## config.mk

```make
export PLATFORM = sky130hd
export DESIGN_NAME = audioplay_input_conditioner
export DESIGN_NICKNAME = d
export VERILOG_FILES = /design/src/rtl/audioplay_input_conditioner.sv
export SDC_FILE = /design/constraint.sdc
export NUM_CORES = 1
export LEC_CHECK = 0
export BUFFER_PORTS_ARGS = -buffer_cell sky130_fd_sc_hd__buf_2
export CORE_MARGIN = 1.5
export CORE_UTILIZATION = 45
export CTS_CLUSTER_DIAMETER = 120
export DETAILED_ROUTE_END_ITERATION = 7
export PLACE_DENSITY = 0.71
export REMOVE_ABC_BUFFERS = 1
export SLEW_MARGIN = 25
export SYNTH_ARGS = -nofsm -noshare
export SYNTH_HDL_FRONTEND = slang
export SYNTH_SLANG_ARGS = --single-unit
```

## constraint.sdc

```tcl
create_clock -name clk_clk -period 2.2 [get_ports clk_clk]
set_clock_uncertainty 0.2 [all_clocks]
set_input_delay 0.44 -clock clk_clk [delete_from_list [all_inputs] [get_ports clk_clk]]
set_output_delay 0.44 -clock clk_clk [all_outputs]
set_load 0.01 [all_outputs]
```

## src/rtl/audioplay_input_conditioner.sv

```systemverilog
// audioplay_input_conditioner: synchronizes and debounces switch/button pins and exposes DATA/EDGE/MASK/RAW over Avalon-MM.
// Define AUDIOPLAY_INCOND_IRQ_EN to build the MASK register and irq; otherwise addr 2 reads 0 and irq is tied low.
module audioplay_input_conditioner #(
    parameter int N_INPUTS        = 3,
    parameter int DEBOUNCE_CYCLES = 1000000,
    parameter int CNT_W           = 20
) (
    input  logic                clk_clk,
    input  logic                reset_reset_n,
    input  logic [N_INPUTS-1:0] raw_in,
    output logic [N_INPUTS-1:0] clean_out,
    input  logic [1:0]          avs_address,
    input  logic                avs_read,
    input  logic                avs_write,
    input  logic [31:0]         avs_writedata,
    output logic [31:0]         avs_readdata,
    output logic                irq
);
    localparam logic [CNT_W-1:0] LAST = CNT_W'(DEBOUNCE_CYCLES - 1);

    logic [N_INPUTS-1:0] meta_q, sync_q, clean_q, clean_d, edge_q, edge_d, edge_set, w1c, mask_q;
    logic [CNT_W-1:0]    cnt_q [N_INPUTS];
    logic [CNT_W-1:0]    cnt_d [N_INPUTS];
    logic [31:0]         rdata_q, rdata_d;

    // A channel's change is accepted on the cycle its count is already at LAST and still mismatched
    always_comb begin
        for (int c = 0; c < N_INPUTS; c++) begin
            edge_set[c] = (sync_q[c] != clean_q[c]) && (cnt_q[c] == LAST);
            cnt_d[c]    = (sync_q[c] == clean_q[c] || edge_set[c]) ? '0 : cnt_q[c] + 1'b1;
        end
        clean_d = clean_q ^ edge_set;
        w1c     = (avs_write && avs_address == 2'd1) ? avs_writedata[N_INPUTS-1:0] : '0;
        edge_d  = (edge_q & ~w1c) | edge_set;
        rdata_d = !avs_read              ? rdata_q :
                  avs_address == 2'd0    ? 32'(clean_q) :
                  avs_address == 2'd1    ? 32'(edge_q) :
                  avs_address == 2'd2    ? 32'(mask_q) : 32'(sync_q);
    end

    always_ff @(posedge clk_clk) begin
        if (!reset_reset_n) begin
            meta_q  <= '0;
            sync_q  <= '0;
            clean_q <= '0;
            edge_q  <= '0;
            rdata_q <= '0;
            for (int c = 0; c < N_INPUTS; c++) cnt_q[c] <= '0;
        end else begin
            meta_q  <= raw_in;
            sync_q  <= meta_q;
            clean_q <= clean_d;
            edge_q  <= edge_d;
            rdata_q <= rdata_d;
            for (int c = 0; c < N_INPUTS; c++) cnt_q[c] <= cnt_d[c];
        end
    end

`ifdef AUDIOPLAY_INCOND_IRQ_EN
    logic irq_q;

    always_ff @(posedge clk_clk) begin
        if (!reset_reset_n) begin
            mask_q <= '0;
            irq_q  <= 1'b0;
        end else begin
            mask_q <= (avs_write && avs_address == 2'd2) ? avs_writedata[N_INPUTS-1:0] : mask_q;
            irq_q  <= |(edge_q & mask_q);
        end
    end

    assign irq = irq_q;
`else
    assign mask_q = '0;
    assign irq    = 1'b0;
`endif

    assign clean_out    = clean_q;
    assign avs_readdata = rdata_q;
endmodule

```

==> metrics.md, run 1 <==
| Metric | Value |
|---|---|
| Largest net degree at the start of global routing | 21 |
| Num Clock Sinks | between 70 and 80 |
| Yosys top cell by area | dfxtp_1 |
| Via-per-instance ratio | 5.19 |
| Die ar. | 8440 sq um |
| Cell mode on critical path | or4_1 |
| CP max stage cell | or4_1 |
| Post-DP HPWL | 4800 um |
| CTS buffer count | 9 |
| Synth area leaders | dfxtp_1, buf_4, nor2_1 |
| Area delta synth->final | 11.6% |
| Cells after DPL | 538 |
| First-pass DRT Iterations | 4 |
| Vias | between 2k and 3k |
| Seq cells post-synth | 75 |
| Synth Area per Inst | 8.56 sq um |
| Crit-path max FO | 8 |
| Overall Power | roughly 2.6 mW |
| Drc violations | 0 |
| I/O Buffers | 17 |
| First-pass GRT wire length | around 12000 um |
| DR iter-0 viols | 115 |
| Mapped Cells | about 420 |
| RSZ-0062 raised after global routing | false |
| Nets | a little under 500 |
| Min Hold Slack | 0.127 ns |
| TritonCTS clock tree | done |
| Gr ovfl total | 0 |
| Gp weighted congestion | 0.818 |
| Synth top area share | roughly 42% |
| Hold Fails Final Rpt | 0 |
| Initial Utilization | 46.2% |
| Critical path endpoint category | flop |
| Part of the cycle the worst path needs | 95.2% |
| CP Class | flop to flop |
| Std cell rows | 32 |
| Slew Viols, Final | 0 |
| Ys Warns | 0 |
| Fin crit period | 2.10 ns |
| Die outline width | just over 90 um |
| Remaining antenna violation count after routing | 0 |
| Register area | around 1500 sq um |
| Buffers inserted by post-CTS timing repair | 0 |
| Vias in the first global route | 2628 |
| Core area | around 7700 sq um |
| Die height | 91.9 um |
| Clock tree buffer depth | 2 |
| CTS root buf | clkbuf_8 |
| Final cell count without fillers | 554 |
| Routed WL | 6740 um |
| Worst endpoint required time | roughly 2.3 ns |
| Clk_lat worst skew | 0.34 ns |
| Final Setup Violations | 0 |
| Peak VDD IR | 0.333 mV |
| Area of the mapped netlist | ~3600 sq um |
| WL per Instance | between 10 and 15 um |
| Fill count | 708 |
| LEAKAGE | about 1.4 nW |
| Initial antenna violation count | 0 |
| Cells along the critical path | nand4_1, or4_1, or4_1, a21oi_1 |
| CP arrival | 2.16 ns |
| Startpoint types | flop |
| Leading cell types in the layout, fill and taps excluded | dfxtp_1, nor2_1, conb_1 |
| Status | finished, final reports clean |
| GR Util All Layers | 17.2% |
| Worst Hold Class | input port to flop |
| H-tree depth | 3 |
| Max frequency | 477 MHz |
| Share of cells above drive strength 1 | between 10% and 20% |
| IO Pins | 77 |
| Clock-pin slew on the worst setup and hold paths | ~0.070 ns |
| Multi-input combinational cell area | 1860 sq um |
| Sequential area share after synthesis | 42.3% |
| Unique masters post-synth | 33 |
| Max-cap violations | 0 |
| Crit-path max cell delay | 0.66 ns |
| Antenna cell count | 0 |
| Commonest non-fill, non-tap cell in the layout | dfxtp_1 |
| Power per cell area | 664 nW/um^2 |
-- state kept, by name (all words and copies together) (netlist names), named ones only --
name	cells
cnt_q	60
avs_readdata	3
edge_q	3
meta_q	3
sync_q	3
-- report_power, final --
part	switching, mW	internal, mW	total, mW
sequential	0.00531	1.37	1.37
combinational	0.0542	0.0227	0.0769
clock	0.486	0.699	1.19
-- critical path, delay by kind of cell (launching register included) --
kind / cells / cell delay, ns
simple gates: 3 / 1.27
compound gates: 1 / 0.17
flops: 1 / 0.39
-- synth_stat cells (all sizes together) --
cell type  number
conb            1
xor2           20
inv             8
o21bai          1
dfxtp          75
nor4b           5
nand3          29
or3            11
nor3            6
o211ai          3
and3b           2
nor3b           2
mux2i           3
and2           13
ha              3
a31o            2
nand2          25
buf            31
and3            6
clkbuf         12
o21a            2
nand4b          1
nand4          15
nor2           47
xnor2          17
o21ai          18
or4            12
a21oi          24
nor4            4
and4            7
o31ai          10
-- metrics by stage --
| step | cell area [sq um] | setup WS, ns | util (%) | TNS, ns |
|---|---|---|---|---|
| 3_3_place_gp | 3730 | 0.164 | 48.6 | 0 |
| 3_5_place_dp | 3730 | 0.146 | 48.6 | 0 |
| 6_report | 3970 | 0.105 | 51.6 | 0 |
| 2_1_floorplan | 3390 | -0.245 | - | -7.18 |
| 5_1_grt | 3970 | 0.00446 | 51.6 | 0 |
| 4_1_cts | 3960 | 0.0819 | 51.5 | 0 |
-- final timing paths --
path           startpoint      endpoint  slack [ns]  depth (start not counted)
max reg2reg  cnt_q[0][30]  cnt_q[0][38]        0.10                          4
max          cnt_q[0][30]  cnt_q[0][38]        0.10                          4
min             raw_in[2]     meta_q[2]        0.13                          2
min reg2reg     meta_q[0]     sync_q[0]        0.24                          1
-- layer usage --
metal	GRT usage, %	wire [um]	vias to the layer above
li1	-	-	1469
met1	22.6	3270	1329
met2	26.9	3050	66
met3	4.48	323	9
met4	6.54	96	0
met5	0	0	-
-- layout make-up --
class / count / share of cell area, %
repair buffers: 35 / 5.55
clock buffers: 12 / 3.91
multi-input cells: 318 / 46.9
well taps: 102 / 3.22
flip-flops and latches: 75 / 37.9
clock inverters: 4 / 1.83
inverters: 8 / 0.757
-- logic make-up (layout without fill, tap and decap cells) --
kind of cell    count (synthesis)  after routing  synth area share (%)
compound gates                 60             60                  9.79
xor+xnor                       37             37                  9.12
fa+ha+maj                       3              3                  1.06
buf+inv                        51             59                  8.59
flops                          75             75                  42.3
mux                             3              3                 0.845
other cells                     1             30                 0.106
simple gates                  185            185                  28.2
-- repair_timing --
action	CTS	global route
setup endpoints to repair	0	1
hold buffers	0	0
gates resized for setup	0	1
Power figures use the tool's default switching activity.
==> inputs of run 2 (changes only) <==
--- a/config.mk
+++ b/config.mk
@@ -5,12 +5,13 @@
 export SDC_FILE = /design/constraint.sdc
 export NUM_CORES = 1
 export LEC_CHECK = 0
+export ABC_AREA = 1
 export BUFFER_PORTS_ARGS = -buffer_cell sky130_fd_sc_hd__buf_2
 export CORE_MARGIN = 1.5
 export CORE_UTILIZATION = 45
 export CTS_CLUSTER_DIAMETER = 120
 export DETAILED_ROUTE_END_ITERATION = 7
-export PLACE_DENSITY = 0.71
+export PLACE_DENSITY = 0.7
 export REMOVE_ABC_BUFFERS = 1
 export SLEW_MARGIN = 25
 export SYNTH_ARGS = -nofsm -noshare
==> metrics.md, run 2 <==
| Metric | Value |
|---|---|
| Status | finished, final reports clean (unchanged) |
| Routed WL | 7210 um (was 6740 um) |
| Synth area leaders | dfxtp_1, nand2_1, nor2_1 (was dfxtp_1, buf_4, nor2_1) |
| I/O Buffers | 17 (unchanged) |
| CTS buffer count | 9 (unchanged) |
| DR iter-0 viols | 126 (was 115) |
| Most frequent cell after synthesis | nand2_1 (was dfxtp_1) |
| Met2 usage | 28.7% (was 26.9%) |
| Vias | 3346 (was 2873) |
| GRT busiest layer | met2 (unchanged) |
| Worst endpoint required time | 2.23 ns (was 2.26 ns) |
| Area delta synth->final | 7.40% (was 11.6%) |
| Largest net degree at the start of global routing | 21 (unchanged) |
| H-tree depth | 3 (unchanged) |
| Seq cells post-synth | 75 (unchanged) |
| Die height | 96.5 um (was 91.9 um) |
| Ys Warns | 0 (unchanged) |
| Worst Hold Class | input port to flop (unchanged) |
| Drc violations | 0 (unchanged) |
| Simple logic cell fraction of the synthesized area | 35.7% (was 28.2%) |
| Core area | 8340 sq um (was 7690 sq um) |
| Vias in the first global route | 2989 (was 2628) |
| IO Pins | 77 (unchanged) |
| Clock-pin slew on the worst setup and hold paths | 0.07 ns (about the same) |
| GR Util All Layers | 16.7% (was 17.2%) |
| Setup TNS | 0 ns (unchanged) |
| Global routing usage on met1 | 19.8% (was 22.6%) |
| Gr ovfl total | 0 (unchanged) |
| Hold path endpoint | meta_q[0] (was meta_q[2]) |
| DP Area | 4040 sq um (was 3730 sq um) |
| R2R depth | 7 (was 4) |
| Die outline width | 96.5 um (was 91.9 um) |
| Power per cell area | 592 nW/um^2 (was 664 nW/um^2) |
| CTS root buf | clkbuf_8 (unchanged) |
| Startpoint types | flop (unchanged) |
| Largest family of logic cells by synthesized area | simple AND/OR/NAND/NOR gates (unchanged) |
| Sequential area share after synthesis | 38.1% (was 42.3%) |
| Post-synthesis adder-cell area fraction | 0.953% (was 1.06%) |
| Worst Hold Depth | 3 (was 2) |
| Fin crit period | 1.92 ns (was 2.10 ns) |
| Initial antenna violation count | 0 (unchanged) |
| First-pass GRT wire length | 12200 um (was 11600 um) |
| Final Setup Violations | 0 (unchanged) |
| Area of the mapped netlist | 3940 sq um (was 3550 sq um) |
| Slew Viols, Final | 0 (unchanged) |
| Final Core Density | 50.7% (was 51.6%) |
| Hold_buf cts | 0 (unchanged) |
| Unique masters post-synth | 29 (was 33) |
| CP Class | flop to flop (unchanged) |
| Mapped Cells | 570 (was 415) |
| Capturing point of the worst reg2reg path | cnt_q[0][57] (was cnt_q[0][38]) |
| Crit-path max FO | 20 (was 8) |
| Synth async-reset ratio | 0% (unchanged) |
| Part of the cycle the worst path needs | 87.3% (was 95.2%) |
| Post-Synth XOR/XNOR Area | 6.01% (was 9.12%) |
| Critical path endpoint category | flop (unchanged) |
| Std cell rows | 33 (was 32) |
| Clk_lat worst skew | 0.34 ns (about the same) |
| Yosys top cell by area | dfxtp_1 (unchanged) |
| Clock tree buffer depth | 2 (unchanged) |
| Largest register FFs | 60 (unchanged) |
| LEAKAGE | 1.40 nW (was 1.37 nW) |
| Number of synthesized flops with an enable pin | 0 (unchanged) |
| Worst hold start | raw_in[0] (was raw_in[2]) |
| Hold Fails Final Rpt | 0 (unchanged) |
| Overall Power | 2.51 mW (was 2.63 mW) |
| Antenna cell count | 0 (unchanged) |
| Synth Flop Type | dfxtp_1 (unchanged) |
| Die ar. | 9320 sq um (was 8440 sq um) |
| Post-synthesis mux area share | 0% (was 0.845%) |
| Placement Setup Slack | 0.285 ns (was 0.146 ns) |
| Gp weighted congestion | 0.886 (was 0.818) |
| Commonest non-fill, non-tap cell in the layout | nand2_1 (was dfxtp_1) |
| Peak VDD IR | 0.276 mV (was 0.333 mV) |
| First-pass DRT Iterations | 4 (unchanged) |
| Leading cell types in the layout, fill and taps excluded | nand2_1, nor2_1, dfxtp_1 (was dfxtp_1, nor2_1, conb_1) |
| Post-synthesis compound-gate area fraction | 6.70% (was 9.79%) |
| Share of cells above drive strength 1 | 10.9% (was 11.9%) |
| Num Clock Sinks | 75 (unchanged) |
| Remaining antenna violation count after routing | 0 (unchanged) |
| Max frequency | 521 MHz (was 477 MHz) |
| Post-DP HPWL | 5450 um (was 4800 um) |
| RSZ-0062 raised after global routing | false (unchanged) |
| Design area | 4230 sq um (was 3970 sq um) |
| Max-cap violations | 0 (unchanged) |
| WL per Instance | 10.3 um (was 12.2 um) |
| Reg2Reg Setup Slack | 0.28 ns (was 0.10 ns) |
| Synth Area per Inst | 6.91 sq um (was 8.56 sq um) |
| Nets | 637 (was 491) |
| Buffers inserted by post-CTS timing repair | 0 (unchanged) |
| Synth top area share | 38.1% (was 42.3%) |
| CP arrival | 1.95 ns (was 2.16 ns) |
| Final worst slack | 0.280 ns (was 0.105 ns) |
| Top cells by count, synth | nand2_1, nor2_1, dfxtp_1, inv_1 (was dfxtp_1, nor2_1, buf_4, nand3_1, nand2_1) |
| CTS resizes | 0 (unchanged) |
| TritonCTS clock tree | done (unchanged) |
| Initial Utilization | 47.2% (was 46.2%) |
| GRT met3 Usage | 5.32% (was 4.48%) |
| Via-per-instance ratio | 4.77 (was 5.19) |
| Largest Register | cnt_q (unchanged) |
| Worst r2r src | cnt_q[0][40] (was cnt_q[0][30]) |
run 2: changes by cell type in the layout (fill, tap and decap cells not counted), moves of 13 or more:
| cell | previous run | this run |
|---|---|---|
| and2_1 | 13 | 0 |
| buf_4 | 18 | 3 |
| inv_1 | 8 | 51 |
| nand2_1 | 25 | 134 |
| nor2_1 | 47 | 120 |
run 2: layout make-up:
class | count | area, sq um
Multi-Input combinational cell | 432 | 2060
Tap cell | 105 | 131
Timing Repair Buffer | 22 | 148
Clock buffer | 13 | 159
Fill cell | 830 | 4110
Clock inverter | 2 | 35.0
Inverter | 53 | 199
Sequential cell | 75 | 1500
run 2: kinds of logic (layout without fill, tap and decap cells):
family | Yosys count | after routing
fa+ha+maj | 3 | 3
flops | 75 | 75
simple gates | 328 | 328
xor+xnor | 27 | 27
other cells | 1 | 30
buf+inv | 92 | 90
compound gates | 44 | 44
run 2: report_power, final:
group          internal, mW  switching, mW  leakage [nW]  total [mW]
logic                0.0250         0.0600         0.692      0.0851
registers              1.37        0.00536         0.606        1.37
clock network         0.579          0.469        0.0995        1.05
total                  1.97          0.534          1.40        2.51
run 2: critical path: stages, from the launching register on:
cell and delay (ns):
dfxtp_1 0.43, ha_1 0.33, nand3_2 0.15, nor3_1 0.17
nand3_1 0.17, nand2_1 0.15, buf_12 0.16, a21oi_1 0.05
run 2: layer usage:
metal	vias up	routed length [um]
met5	-	0
met4	0	74
met3	7	282
met2	68	3470
met1	1503	3380
li1	1768	-
run 2: worst max path at each step:
| stage | from | slack (ns) | end | depth (start not counted) |
|---|---|---|---|---|
| after floorplan | cnt_q[0][40] | 0.38 | cnt_q[0][51] | 6 |
| final | cnt_q[0][40] | 0.28 | cnt_q[0][57] | 7 |
| after global routing | cnt_q[0][40] | 0.09 | cnt_q[0][46] | 7 |
| after detailed placement | cnt_q[0][40] | 0.29 | cnt_q[0][57] | 7 |
| after global placement | cnt_q[0][40] | 0.37 | cnt_q[0][50] | 7 |
| after CTS | cnt_q[0][40] | 0.27 | cnt_q[0][57] | 7 |
run 2: per-stage QoR:
stage | std cells | hold slack, ns
2_1_floorplan | 560 | 0.190
3_3_place_gp | 687 | 0.194
5_1_grt | 702 | 0.0912
4_1_cts | 702 | 0.0693
6_report | 702 | 0.0792
3_5_place_dp | 687 | 0.203
